==> src/rtl/sched_pkg.sv <==
// Shared types and constants for the in-order wide issue scheduler.
package sched_pkg;

    localparam int unsigned SCHED_NREGS = 32;
    localparam int unsigned REG_IDX_W   = $clog2(SCHED_NREGS);
    localparam int unsigned NUNITS      = 4;
    localparam int unsigned OPC_W       = 8;
    localparam int unsigned ROB_OFF_W   = 2;
    localparam int unsigned SLOT_W      = 2;

    typedef enum logic [1:0] {
        UNIT_ALU = 2'd0,
        UNIT_MUL = 2'd1,
        UNIT_MEM = 2'd2,
        UNIT_BR  = 2'd3
    } unit_e;

    typedef struct packed {
        logic                 valid;
        logic [REG_IDX_W-1:0] idx;
    } reg_sel_t;

    typedef struct packed {
        logic             valid;
        unit_e            unit;
        logic [OPC_W-1:0] opc;
        reg_sel_t         rd;
        reg_sel_t         rs1;
        reg_sel_t         rs2;
    } decoded_instr_t;

    typedef struct packed {
        decoded_instr_t       instr;
        logic [ROB_OFF_W-1:0] rob_off;
        logic [SLOT_W-1:0]    slot;
    } issued_instr_t;

    typedef reg_sel_t [2:0] reg_trio_t;

    // Default two-port map: port0 ALU/MUL/BR, port1 ALU/MEM (bit u = unit u).
    localparam logic [1:0][NUNITS-1:0] PORT_CAPS_DEF = {4'b0101, 4'b1011};

    // Register operands of an instruction in lookup order: rs1, rs2, rd.
    function automatic reg_trio_t instr_regs(input decoded_instr_t ins);
        return {ins.rd, ins.rs2, ins.rs1};
    endfunction

endpackage

==> src/rtl/sched_scoreboard.sv <==
// Integer register busy bits with writeback clear, issue set and
// same-cycle writeback bypass on every lookup.
module sched_scoreboard
    import sched_pkg::*;
#(
    parameter int unsigned NREGS    = SCHED_NREGS,
    parameter int unsigned W        = 2,
    parameter int unsigned WB_PORTS = 2,
    parameter int unsigned NLOOK    = 3 * W
) (
    input  logic                               i_clk,
    input  logic                               i_rst,
    input  logic                               i_flush,
    input  logic [WB_PORTS-1:0]                i_wb_valid,
    input  logic [WB_PORTS-1:0][REG_IDX_W-1:0] i_wb_idx,
    input  logic [W-1:0]                       i_set_valid,
    input  logic [W-1:0][REG_IDX_W-1:0]        i_set_idx,
    input  logic [NLOOK-1:0][REG_IDX_W-1:0]    i_look_idx,
    output logic [NLOOK-1:0]                   o_look_rdy_c
);

    logic [NREGS-1:0] busy_q;
    logic [NREGS-1:0] busy_d;

    // Sets are applied after clears so an issuing writer wins over a writeback.
    always_comb begin
        busy_d = busy_q;
        for (int w = 0; w < WB_PORTS; w++) begin
            if (i_wb_valid[w]) busy_d[i_wb_idx[w]] = 1'b0;
        end
        for (int k = 0; k < W; k++) begin
            if (i_set_valid[k] && i_set_idx[k] != '0) busy_d[i_set_idx[k]] = 1'b1;
        end
    end

    always_ff @(posedge i_clk) begin
        if (i_rst || i_flush) busy_q <= '0;
        else                  busy_q <= busy_d;
    end

    always_comb begin
        o_look_rdy_c = '0;
        for (int l = 0; l < NLOOK; l++) begin
            o_look_rdy_c[l] = !busy_q[i_look_idx[l]];
            for (int w = 0; w < WB_PORTS; w++) begin
                if (i_wb_valid[w] && i_wb_idx[w] == i_look_idx[l]) o_look_rdy_c[l] = 1'b1;
            end
        end
    end

endmodule

==> src/rtl/issue_sched_wide.sv <==
// In-order issue stage: holds one decoded bundle and issues its oldest ready
// prefix onto typed ports, with scoreboard tracking and decode backpressure.
module issue_sched_wide
    import sched_pkg::*;
#(
    parameter int unsigned W        = 2,
    parameter int unsigned P        = 2,
    parameter int unsigned NREGS    = SCHED_NREGS,
    parameter int unsigned WB_PORTS = 2,
    parameter int unsigned ROBC_W   = 4,
    parameter logic [P-1:0][NUNITS-1:0] PORT_CAPS = PORT_CAPS_DEF,
    localparam int unsigned CNT_W   = $clog2(W) + 1
) (
    input  logic                               i_clk,
    input  logic                               i_rst,
    input  logic                               i_flush,
    input  logic                               i_valid,
    output logic                               o_ready,
    input  decoded_instr_t [W-1:0]             i_instrs,
    input  logic [P-1:0]                       i_port_rdy,
    input  logic [ROBC_W-1:0]                  i_rob_free,
    input  logic [WB_PORTS-1:0]                i_wb_valid,
    input  logic [WB_PORTS-1:0][REG_IDX_W-1:0] i_wb_idx,
    output logic [P-1:0]                       o_iss_valid,
    output issued_instr_t [P-1:0]              o_iss_instr,
    output logic [CNT_W-1:0]                   o_iss_count
);

    localparam int unsigned PORT_W = (P > 1) ? $clog2(P) : 1;
    localparam int unsigned NLOOK  = 3 * W;

    decoded_instr_t [W-1:0]          buf_q;
    logic [W-1:0]                    rem_q;
    logic [W-1:0]                    slot_rdy;
    logic [W-1:0]                    grant;
    logic [W-1:0]                    sb_set;
    logic [W-1:0][REG_IDX_W-1:0]     sb_set_idx;
    logic [NLOOK-1:0][REG_IDX_W-1:0] look_idx;
    logic [NLOOK-1:0]                look_rdy;
    reg_trio_t                       regs;
    logic [P-1:0]                    port_used;
    logic [PORT_W-1:0]               pick;
    logic                            found;
    logic                            stall;
    int unsigned                     n_grant;
    logic [P-1:0]                    iss_valid_d;
    issued_instr_t [P-1:0]           iss_instr_d;

    sched_scoreboard #(
        .NREGS    (NREGS),
        .W        (W),
        .WB_PORTS (WB_PORTS),
        .NLOOK    (NLOOK)
    ) u_sb (
        .i_clk        (i_clk),
        .i_rst        (i_rst),
        .i_flush      (i_flush),
        .i_wb_valid   (i_wb_valid),
        .i_wb_idx     (i_wb_idx),
        .i_set_valid  (sb_set),
        .i_set_idx    (sb_set_idx),
        .i_look_idx   (look_idx),
        .o_look_rdy_c (look_rdy)
    );

    always_comb begin
        look_idx = '0;
        for (int k = 0; k < W; k++) begin
            look_idx[3*k]     = buf_q[k].rs1.idx;
            look_idx[3*k + 1] = buf_q[k].rs2.idx;
            look_idx[3*k + 2] = buf_q[k].rd.idx;
        end
    end

    // Operand readiness plus RAW/WAW against older still-remaining writers.
    always_comb begin
        slot_rdy = '0;
        regs     = '0;
        for (int k = 0; k < W; k++) begin
            slot_rdy[k] = rem_q[k];
            regs        = instr_regs(buf_q[k]);
            for (int s = 0; s < 3; s++) begin
                if (regs[s].valid && !look_rdy[3*k + s]) slot_rdy[k] = 1'b0;
                for (int j = 0; j < k; j++) begin
                    if (rem_q[j] && buf_q[j].rd.valid && buf_q[j].rd.idx != '0 &&
                        regs[s].valid && regs[s].idx == buf_q[j].rd.idx)
                        slot_rdy[k] = 1'b0;
                end
            end
        end
    end

    // Strict in-order grant with greedy lowest-port allocation and ROB limit.
    always_comb begin
        grant       = '0;
        port_used   = '0;
        pick        = '0;
        found       = 1'b0;
        stall       = 1'b0;
        n_grant     = 0;
        iss_valid_d = '0;
        iss_instr_d = '0;
        for (int k = 0; k < W; k++) begin
            if (rem_q[k] && !stall) begin
                found = 1'b0;
                pick  = '0;
                for (int p = 0; p < P; p++) begin
                    if (!found && !port_used[p] && i_port_rdy[p] && PORT_CAPS[p][buf_q[k].unit]) begin
                        found = 1'b1;
                        pick  = PORT_W'(p);
                    end
                end
                if (slot_rdy[k] && found && n_grant < 32'(i_rob_free)) begin
                    grant[k]          = 1'b1;
                    port_used[pick]   = 1'b1;
                    iss_valid_d[pick] = 1'b1;
                    iss_instr_d[pick] = '{instr:   buf_q[k],
                                          rob_off: ROB_OFF_W'(n_grant),
                                          slot:    SLOT_W'(k)};
                    n_grant           = n_grant + 1;
                end else begin
                    stall = 1'b1;
                end
            end
        end
    end

    always_comb begin
        sb_set     = '0;
        sb_set_idx = '0;
        for (int k = 0; k < W; k++) begin
            sb_set[k]     = grant[k] && buf_q[k].rd.valid;
            sb_set_idx[k] = buf_q[k].rd.idx;
        end
    end

    assign o_ready = !i_rst && !i_flush && ((rem_q & ~grant) == '0);

    // Holding buffer; invalid slots never become remaining.
    always_ff @(posedge i_clk) begin
        if (i_rst || i_flush) begin
            buf_q <= '0;
            rem_q <= '0;
        end else if (i_valid && o_ready) begin
            buf_q <= i_instrs;
            for (int k = 0; k < W; k++) rem_q[k] <= i_instrs[k].valid;
        end else begin
            rem_q <= rem_q & ~grant;
        end
    end

    always_ff @(posedge i_clk) begin
        if (i_rst || i_flush) begin
            o_iss_valid <= '0;
            o_iss_instr <= '0;
            o_iss_count <= '0;
        end else begin
            o_iss_valid <= iss_valid_d;
            o_iss_instr <= iss_instr_d;
            o_iss_count <= CNT_W'(n_grant);
        end
    end

endmodule

==> config.mk <==
export PLATFORM = sky130hd
export DESIGN_NAME = issue_sched_wide
export DESIGN_NICKNAME = d
export VERILOG_FILES = /design/src/rtl/sched_pkg.sv /design/src/rtl/sched_scoreboard.sv /design/src/rtl/issue_sched_wide.sv
export SDC_FILE = /design/constraint.sdc
export NUM_CORES = 1
export LEC_CHECK = 0
export CORE_MARGIN = 5
export CORE_UTILIZATION = 56
export CTS_BUF_LIST = sky130_fd_sc_hd__clkbuf_2
export CTS_CLUSTER_DIAMETER = 120
export DETAILED_ROUTE_END_ITERATION = 12
export PLACE_DENSITY = 0.92
export SETUP_SLACK_MARGIN = 0.4
export SKIP_CTS_REPAIR_TIMING = 1
export SKIP_LAST_GASP = 1
export SYNTH_ARGS = -nofsm -noshare
export SYNTH_HDL_FRONTEND = slang
export SYNTH_SLANG_ARGS = --single-unit
==> constraint.sdc <==
create_clock -name i_clk -period 4.5 [get_ports i_clk]
set_input_delay 0.9 -clock i_clk [delete_from_list [all_inputs] [get_ports i_clk]]
set_output_delay 0.9 -clock i_clk [all_outputs]
set_load 0.01 [all_outputs]
# Word-level counts from Yosys, hierarchy flattened
# Index checks and enable logic that the tools add are counted.
# totals
register_bits	162
output_inout_bits	71
elab_cells	258
# op_classes
addsub	1
n_lt_le_gt_ge	20
eq_ne	15
mux	93
n_bitwise	10
n_reduce_logical	75
# op_table
cell	n
$mux W66	4
$mux W32	4
$eq A5 B5 Y1	15
$and A66 B66 Y66	1
$bwmux W66	1
$demux W33 S1	2
$mux W33	2
$and A32 B32 Y32	2
$not A32 Y32	2
$or A32 B32 Y32	2
$mux W1	57
$logic_and A1 B1 Y1	52
$lt A5 B6 Y1 const B	8
$lt A32 B4 Y1	1
$bmux W1 S5	6
$demux W1 S5	4
$ge A5 B1 Y1 const B	4
$logic_not A1 Y1	19
$mux W2	7
$reduce_bool A5 Y1	2
$bmux W1 S2	4
$lt A2 B3 Y1 const B	2
$lt A1 B2 Y1 const B	2
$lt A1 B4 Y1 const A	1
other kinds (8)	10

# Longest topological paths before layout
# depth
ltp_word	37
depth_mapped	15
mapped_depth_nobuf	11

# Hierarchy
# Synthesis repeated with hierarchy kept, for this count alone.
# unflattened
hier_cells	924
area_unflattened_um2	8942.3
# modules_own_cells
mod	n_inst	cells_each	area_per_inst_um2	seq_area_each_um2
issue_sched_wide	1	496	4717.0	2522.4
sched_scoreboard	1	428	4225.3	640.6

# Worst setup path after synthesis
# Ideal clock, no wire load.
# synth_path
kind	input to output
startpoint	in i_wb_idx[1] (netlist name)
endpoint	out o_ready
arrival_time_ps	2911
required_time_ps	3600
path_slack_ps	689
cell_stages	10
cell_sequence	clkbuf_1 xor2_1 nor4_1 a31oi_1 o2111ai_1 and4_1 nand3_4 o41ai_4 a21boi_2 nor2_1
# synth_via
elab_chain_cells	32
# synth_rtl
item	line_no	source
from (decl)	issue_sched_wide.sv:23	input logic [WB_PORTS-1:0][REG_IDX_W-1:0] i_wb_idx,
$eq A5 B5 Y1	sched_scoreboard.sv:46	if (i_wb_valid[w] && i_wb_idx[w] == i_look_idx[l]) o_look_rdy_c[l] = 1'b1;
$logic_and A1 B1 Y1	sched_scoreboard.sv:46	
$mux W1 (2 in a row)	sched_scoreboard.sv:46	
$logic_not A1 Y1	issue_sched_wide.sv:83	if (regs[s].valid && !look_rdy[3*k + s]) slot_rdy[k] = 1'b0;
$logic_and A1 B1 Y1	issue_sched_wide.sv:83	
$mux W1 (3 in a row)	issue_sched_wide.sv:83	
$logic_and A1 B1 Y1 (2 in a row)	issue_sched_wide.sv:113	if (slot_rdy[k] && found && n_grant < 32'(i_rob_free)) begin
$mux W2	issue_sched_wide.sv:113	
[11 not listed]	n/a	
$mux W1	issue_sched_wide.sv:104	if (rem_q[k] && !stall) begin
$logic_and A1 B1 Y1 (2 in a row)	issue_sched_wide.sv:113	
$mux W1	issue_sched_wide.sv:113	
$mux W1	issue_sched_wide.sv:104	
$not A2 Y2 *	issue_sched_wide.sv:137	assign o_ready = !i_rst && !i_flush && ((rem_q & ~grant) == '0);
$and A2 B2 Y2 *	issue_sched_wide.sv:137	
$logic_not A2 Y1 *	issue_sched_wide.sv:137	
$logic_and A1 B1 Y1 *	issue_sched_wide.sv:137	
to (decl)	issue_sched_wide.sv:18	output logic o_ready,
# Every way passes the cells marked *; elsewhere a longest branch is shown, timed or not. The select of a mux whose other input is x is not followed.

# Worst setup path after layout
# layout_path
startpoint	reg buf_q[13] (netlist name)
endpoint	out o_ready
# layout_via
elab_chain_cells	31
# layout_rtl
item	line_no	source
from (decl)	issue_sched_wide.sv:32	decoded_instr_t [W-1:0] buf_q;
from (signal assigned)	issue_sched_wide.sv:145	buf_q <= i_instrs;
$bmux W1 S5	sched_scoreboard.sv:44	o_look_rdy_c[l] = !busy_q[i_look_idx[l]];
$mux W1 (not written as such)	sched_scoreboard.sv:44	
$logic_not A1 Y1	sched_scoreboard.sv:44	
$mux W1 (2 in a row)	sched_scoreboard.sv:46	
$logic_not A1 Y1	issue_sched_wide.sv:83	
$logic_and A1 B1 Y1	issue_sched_wide.sv:83	
$mux W1	issue_sched_wide.sv:83	
$logic_and A1 B1 Y1 (2 in a row)	issue_sched_wide.sv:113	
[12 not listed]	n/a	
$mux W1	issue_sched_wide.sv:104	
$logic_and A1 B1 Y1 (2 in a row)	issue_sched_wide.sv:113	
$mux W1	issue_sched_wide.sv:113	
$mux W1	issue_sched_wide.sv:104	
$not A2 Y2 *	issue_sched_wide.sv:137	
$and A2 B2 Y2 *	issue_sched_wide.sv:137	
$logic_not A2 Y1 *	issue_sched_wide.sv:137	
$logic_and A1 B1 Y1 *	issue_sched_wide.sv:137	
# Marked as above.

==> PnR_summary.wiki <==
{| class="wikitable"
! Metric !! Value
|-
| Result of the run || finished with violations
|-
| Synthesized-area fraction occupied by ao, oa, aoi and oai cells || 0.183
|-
| Global-route total usage across every layer || 0.351
|-
| WS Path Type || reg -> out
|-
| Routability congestion estimate from global placement || 1.09
|-
| Worst vdd ir || 0.000176 V
|-
| Post-layout instance area || 11700 sq um
|-
| Max Clk Rate || 213 MHz
|-
| Number of levels the H-tree was split into || 4
|-
| Main combinational cell family by area after synthesis || compound AO/OA/AOI/OAI gates
|-
| Number of maximum-capacitance violations || 0
|-
| Worst path arrival time || 3.80 ns
|-
| Most used cell, CP || o2111ai_2
|-
| Via count of the first global-routing pass || 8958
|-
| CP Cell Sequence || buf_6, mux2_4, a222oi_1, o2111ai_2, o2111ai_2, and4_4, nand3_4, o41ai_4, a21boi_2, nor2_1, buf_2
|-
| Clock insertion delay at the later pin of the skew report || 0.79 ns
|-
| Count of fill cells added during filler insertion || 1219
|-
| Worst clock skew || 0.0408 ns
|-
| Pins over their slew limit || 0
|-
| Vert. Die Dim || 139 microns
|-
| Data required time at the worst endpoint || 3.60 ns
|-
| Pwr per Cell Area || 235 nW/um^2
|-
| Area occupied by multi-input gates || 5510 sq um
|-
| Part of the cycle the worst path needs || 1.04
|-
| Iteration count of the initial detailed-routing pass || 8
|-
| Row count || 47
|-
| Share of synthesized cell area in and, or, nand and nor gates || 0.161
|-
| Count of buffers inserted at the top-level ports || 146
|-
| Post-DRT Antenna Nets || 0
|-
| Clk sink count || 158
|-
| Yosys warnings || 0
|-
| Biggest area contributors in the synthesized netlist || dfxtp_1, mux2i_1, nand2_1
|-
| Cell at the slowest stage of the critical path || dfxtp_4
|-
| Delay of the slowest critical-path stage || 0.47 ns
|-
| Pleak || 4.43 nW
|-
| X dimension of the die || 139 microns
|-
| Synth-to-Final Area Change || 25.4%
|-
| Flops & latches, synth || 158
|-
| Hold path startpoint || buf_q[17]
|-
| Starting Density || 0.567
|-
| Number of synthesized flops with an enable pin || 0
|-
| Worst reg-to-reg path cell count || 14
|-
| Post-synthesis average cell area || 8.79 sq um
|-
| Worst hold path stage count || 2
|-
| Worst reg2reg path endpoint || u_sb.busy_q[20]
|-
| Post-route core utilization || 0.712
|-
| Worst setup slack for register-to-register paths || 0.57 ns
|-
| Initial DRC count || 1558
|-
| Die ar. || 19400 sq um
|-
| Transition at the pin with the smallest max-transition slack || 0.786 ns
|-
| Count of final hold-check violations || 0
|-
| Largest net degree at the start of global routing || 41
|-
| Dpl cell area || 11400 sq um
|-
| CP Launch Type || register
|-
| Post-layout total power || 2.76 mW
|-
| Total negative slack for setup checks || -0.197 ns
|-
| Core outline area || 16500 sq um
|-
| Cts bufs inserted || 17
|-
| Violations in the final reports || setup timing
|-
| DRT Wirelength || 35300 microns
|-
| Clock tree root buffer cell || clkbuf_2
|-
| Async set or reset register ratio after synthesis || 0
|-
| Worst Path Max Fanout || 7
|-
| Reg clk slew, reported paths || 0.30 ns
|-
| Net count reported at finish || 1298
|-
| Maximum buffer depth of the clock tree || 2
|-
| Distinct cell type count after synthesis || 67
|-
| Shortest period the worst path allows || 4.70 ns
|-
| Endpoint with the worst hold slack || o_iss_instr[21]
|-
| Via count || 9586
|-
| Fraction of layout cells with a size suffix above 1 || 0.143
|-
| Capturing element type of the critical path || primary output
|-
| Mux cell area share after synthesis || 0.169
|-
| Average wire per cell in the routed design || 24.3 microns
|-
| Hold Path Class || reg -> reg
|-
| Crit Reg-Reg Startpoint || buf_q[13]
|-
| RSZ-0062 raised after global routing || yes
|-
| Clock tree from TritonCTS || built
|-
| Finish-stage setup viols || 1
|-
| Worst Setup Slack, final || -0.197 ns
|-
| Primary FF master, synth || dfxtp_1
|-
| Sequential element share of the synthesized area || 0.339
|-
| Fraction of synthesized cell area in xor and xnor cells || 0.0703
|-
| Most common cell after layout, fill and taps aside || dfxtp_1
|-
| Cell type with the largest total area after synthesis || dfxtp_1
|-
| Register cell area after layout || 3170 sq um
|-
| Avg Vias per Cell || 6.59
|-
| Global-route wire length before repair || 53000 microns
|-
| Yosys top cell area share || 0.339
|-
| Arithmetic-cell share of the synthesized area counting full adders, half adders and majority gates || 0
|-
| Number of standard cells after synthesis || 1063
|-
| Number of remaining DRC errors || 0
|-
| Total grt overflow || 0
|-
| Commonest non-fill, non-tap cells in the layout || dfxtp_1, clkdlybuf4s50_1, nand2_1
|-
| Post-detail-place hpwl || 25300 microns
|-
| Antenna violations before repair || 3
|-
| Cell area after synthesis || 9340 sq um
|-
| Post-placement worst setup slack || -0.101 ns
|-
| Relative slew slack || 0.475
|-
| Boundary pin count || 151
|}
[cell usage after synthesis, types with 6 or more instances]
| cell | n |
|---|---|
| mux2_2 | 7 |
| a21oi_1 | 27 |
| nor2_1 | 33 |
| xnor2_1 | 27 |
| o31ai_1 | 23 |
| buf_1 | 16 |
| and3_1 | 8 |
| dfxtp_1 | 158 |
| a22o_1 | 34 |
| a221oi_1 | 16 |
| nor4_1 | 16 |
| nand4_1 | 8 |
| a32oi_1 | 12 |
| nand2_1 | 128 |
| inv_1 | 68 |
| nor2b_1 | 8 |
| mux4_2 | 20 |
| nand2b_1 | 8 |
| buf_4 | 6 |
| nor3b_1 | 11 |
| mux2i_1 | 105 |
| o22ai_1 | 8 |
| nand3_1 | 23 |
| nor3_1 | 14 |
| o21ai_0 | 24 |
| and3b_1 | 6 |
| a2bb2oi_1 | 21 |
| clkbuf_1 | 69 |
| buf_2 | 14 |
| a22oi_1 | 23 |
| nand4b_1 | 9 |
| xor2_1 | 48 |
| a31oi_1 | 7 |
[critical path: cells and delay by family (launching register included)]
| family | cells | cell delay (ns) |
|---|---|---|
| multiplexers | 1 | 0.30 |
| buffers and inverters | 2 | 0.29 |
| AND/OR/NAND/NOR | 3 | 0.53 |
| AO/OA/AOI/OAI | 5 | 1.41 |
| flip-flops | 1 | 0.47 |
[power by group]
part / leakage (nW) / switching [mW] / internal [mW]
sequential: 1.28 / 0.0460 / 1.43
clock: 0.157 / 0.671 / 0.206
combinational: 3.00 / 0.210 / 0.198
total: 4.43 / 0.927 / 1.83
[worst max-delay path by stage]
stage / depth (start not counted) / end / start / slack, ns
final: 11 / o_ready / buf_q[13] / -0.20
after global routing: 11 / o_ready / buf_q[13] / -0.36
after CTS: 11 / o_ready / buf_q[13] / -0.79
after detailed placement: 11 / o_ready / i_wb_idx[1] / -0.10
after global placement: 11 / o_ready / i_wb_idx[1] / 0.0001
after floorplan: 10 / o_ready / i_wb_idx[1] / 0.69
[stage by stage]
| step | std cells | hold slack, ns |
|---|---|---|
| CTS | 1445 | 0.479 |
| global placement | 1413 | 0.458 |
| global route | 1453 | 0.502 |
| detailed placement | 1413 | 0.464 |
| floorplan | 1067 | 0.448 |
| finish | 1454 | 0.471 |
[sequential cells by signal, indices dropped and copies added (netlist names)]
signal	count
buf_q	58
rem_q	2
o_iss_valid	2
o_iss_count	2
o_iss_instr	62
u_sb.busy_q	32
[area by class of cell]
class | count | share of cell area
multi-input cells | 733 | 0.470
inverters | 68 | 0.0218
well taps | 220 | 0.0235
repair buffers | 240 | 0.190
diodes | 3 | 0.000641
clock inverters | 15 | 0.0164
clock buffers | 17 | 0.00726
flip-flops and latches | 158 | 0.270
[logic make-up (layout without fill, tap and decap cells)]
family,Yosys count,after routing
muxes,132,132
and+or+nand+nor,295,295
other,1,8
xor gates and xnor gates,75,75
DFF,158,158
buffers and inverters,176,340
AOI/OAI and AO/OA,226,226
[per-layer routing]
metal	GRT usage	vias to the layer above	part of all wire
li1	-	4138	-
met1	0.452	4491	0.37
met2	0.535	764	0.43
met3	0.118	193	0.13
met4	0.157	0	0.061
met5	0	-	0
No activity file was read; power rests on OpenSTA's default activity.
==> RTL change, RTL diff (same flow settings) <==
`WB_PORTS` is set to 2 in 2 places; all go to 1.
--- a/src/rtl/sched_scoreboard.sv
+++ b/src/rtl/sched_scoreboard.sv
@@ -5,7 +5,7 @@
 #(
     parameter int unsigned NREGS    = SCHED_NREGS,
     parameter int unsigned W        = 2,
-    parameter int unsigned WB_PORTS = 2,
+    parameter int unsigned WB_PORTS = 1,
     parameter int unsigned NLOOK    = 3 * W
 ) (
     input  logic                               i_clk,
--- a/src/rtl/issue_sched_wide.sv
+++ b/src/rtl/issue_sched_wide.sv
@@ -6,7 +6,7 @@
     parameter int unsigned W        = 2,
     parameter int unsigned P        = 2,
     parameter int unsigned NREGS    = SCHED_NREGS,
-    parameter int unsigned WB_PORTS = 2,
+    parameter int unsigned WB_PORTS = 1,
     parameter int unsigned ROBC_W   = 4,
     parameter logic [P-1:0][NUNITS-1:0] PORT_CAPS = PORT_CAPS_DEF,
     localparam int unsigned CNT_W   = $clog2(W) + 1
Interface: changed (resized i_wb_idx and i_wb_valid); port bits go from 151 to 145. No check against the original RTL was run, so the function may have changed too.
==> RTL change against the original RTL <==
  * Final area fell by 6.8%
  * Sequential cell count unchanged
  * Critical path type unchanged
  * Non-clock buffer count is 42 lower
  * Clock skew up 0.0028 ns
  * Critical endpoint unchanged
  * Largest cell class unchanged
  * Synthesized area fell by 6.5%
  * Wire length decreased by 18%
  * Power fell by 1.4%
  * Worst setup slack gained 0.52 ns
==> RTL change: results (changes against the original RTL) <==
| Metric | Value |
|---|---|
| Routed wl met2 | `13.0 mm (was 15.3 mm)` |
| Routed len/inst | `21.9 microns (was 24.3 microns)` |
| Post-synthesis mux area share | `19.5% (was 16.9%)` |
| Vias in the first global route | `8181 (was 8958)` |
| Routed vias | `8360 (was 9586)` |
| Largest net degree at the start of global routing | `61 (was 41)` |
| Multi-input gates | `649 (was 733)` |
| FF+latch count | `158 (unchanged)` |
| Multi-input logic portion of the cell area | `46.1% (was 47.0%)` |
| First-pass GRT wire length | `44.2 mm (was 53.0 mm)` |
| Xor/xnor share of the synthesized area | `4.51% (was 7.03%)` |
| M1 WL | `10.8 mm (was 13.2 mm)` |
| Final Non-Filler Cells | `1313 (was 1454)` |
| Highest net fanout along the worst path | `10 (was 7)` |
| Worst Tran Pin Value | `0.912 ns (was 0.786 ns)` |
| Initial antenna violation count | `0 (was 3)` |
| Worst EP arrival | `3.27 ns (was 3.80 ns)` |
| Clock Network Area Fraction | `2.57% (was 2.37%)` |
| Run status | `finished, final reports clean (was finished with violations)` |
| Peak VDD IR | `324 uV (was 176 uV)` |
| CTS clk-pin slew, worst paths | `0.26 ns (was 0.30 ns)` |
| Critical path's slowest cell | `mux4_2 (was dfxtp_4)` |
| PortBufs | `140 (was 146)` |
| Critical path origin | `buf_q[29] (was buf_q[13])` |
| Post-DP HPWL | `20.7 mm (was 25.3 mm)` |
| Cells after Synth | `961 (was 1063)` |
| FILL cells | `1115 (was 1219)` |
| Netlist cell types | `71 (was 67)` |
| Internal power | `1.93 mW (was 1.83 mW)` |
| Post-Place Setup Slack | `0.0294 ns (was -0.101 ns)` |
[RTL change: changes by cell type in the layout (fill, tap and decap cells not counted), sizes merged, moves of 16 or more]
cell and change:
buf -37, xor2 -28, o221ai +16, o31ai -22, a22oi -22
[RTL change: worst paths after layout]
kind	end	cells past startpoint
setup / recovery	o_ready	9
setup reg to reg	o_iss_instr[17]	9
hold reg to reg	buf_q[19]	2
hold / removal	buf_q[19]	2
[RTL change: worst register-to-register path, cell delays in order (launching register included)]
cell,delay (ns)
dfxtp_4,0.45
buf_4,0.24
mux4_2,0.54
a211oi_1,0.29
a2111oi_0,0.14
a31o_1,0.26
or4_4,0.46
or4_1,0.59
inv_4,0.24
a22o_1,0.21
[RTL change: power by group through the flow]
stage          clock network (mW)  registers [mW]  logic, mW
2_1_floorplan                   0            1.47      0.206
3_3_place_gp                    0            1.50      0.311
3_5_place_dp                    0            1.50      0.316
4_1_cts                     0.918            1.47      0.318
5_1_grt                     0.974            1.48      0.350
6_report                    0.915            1.47      0.331
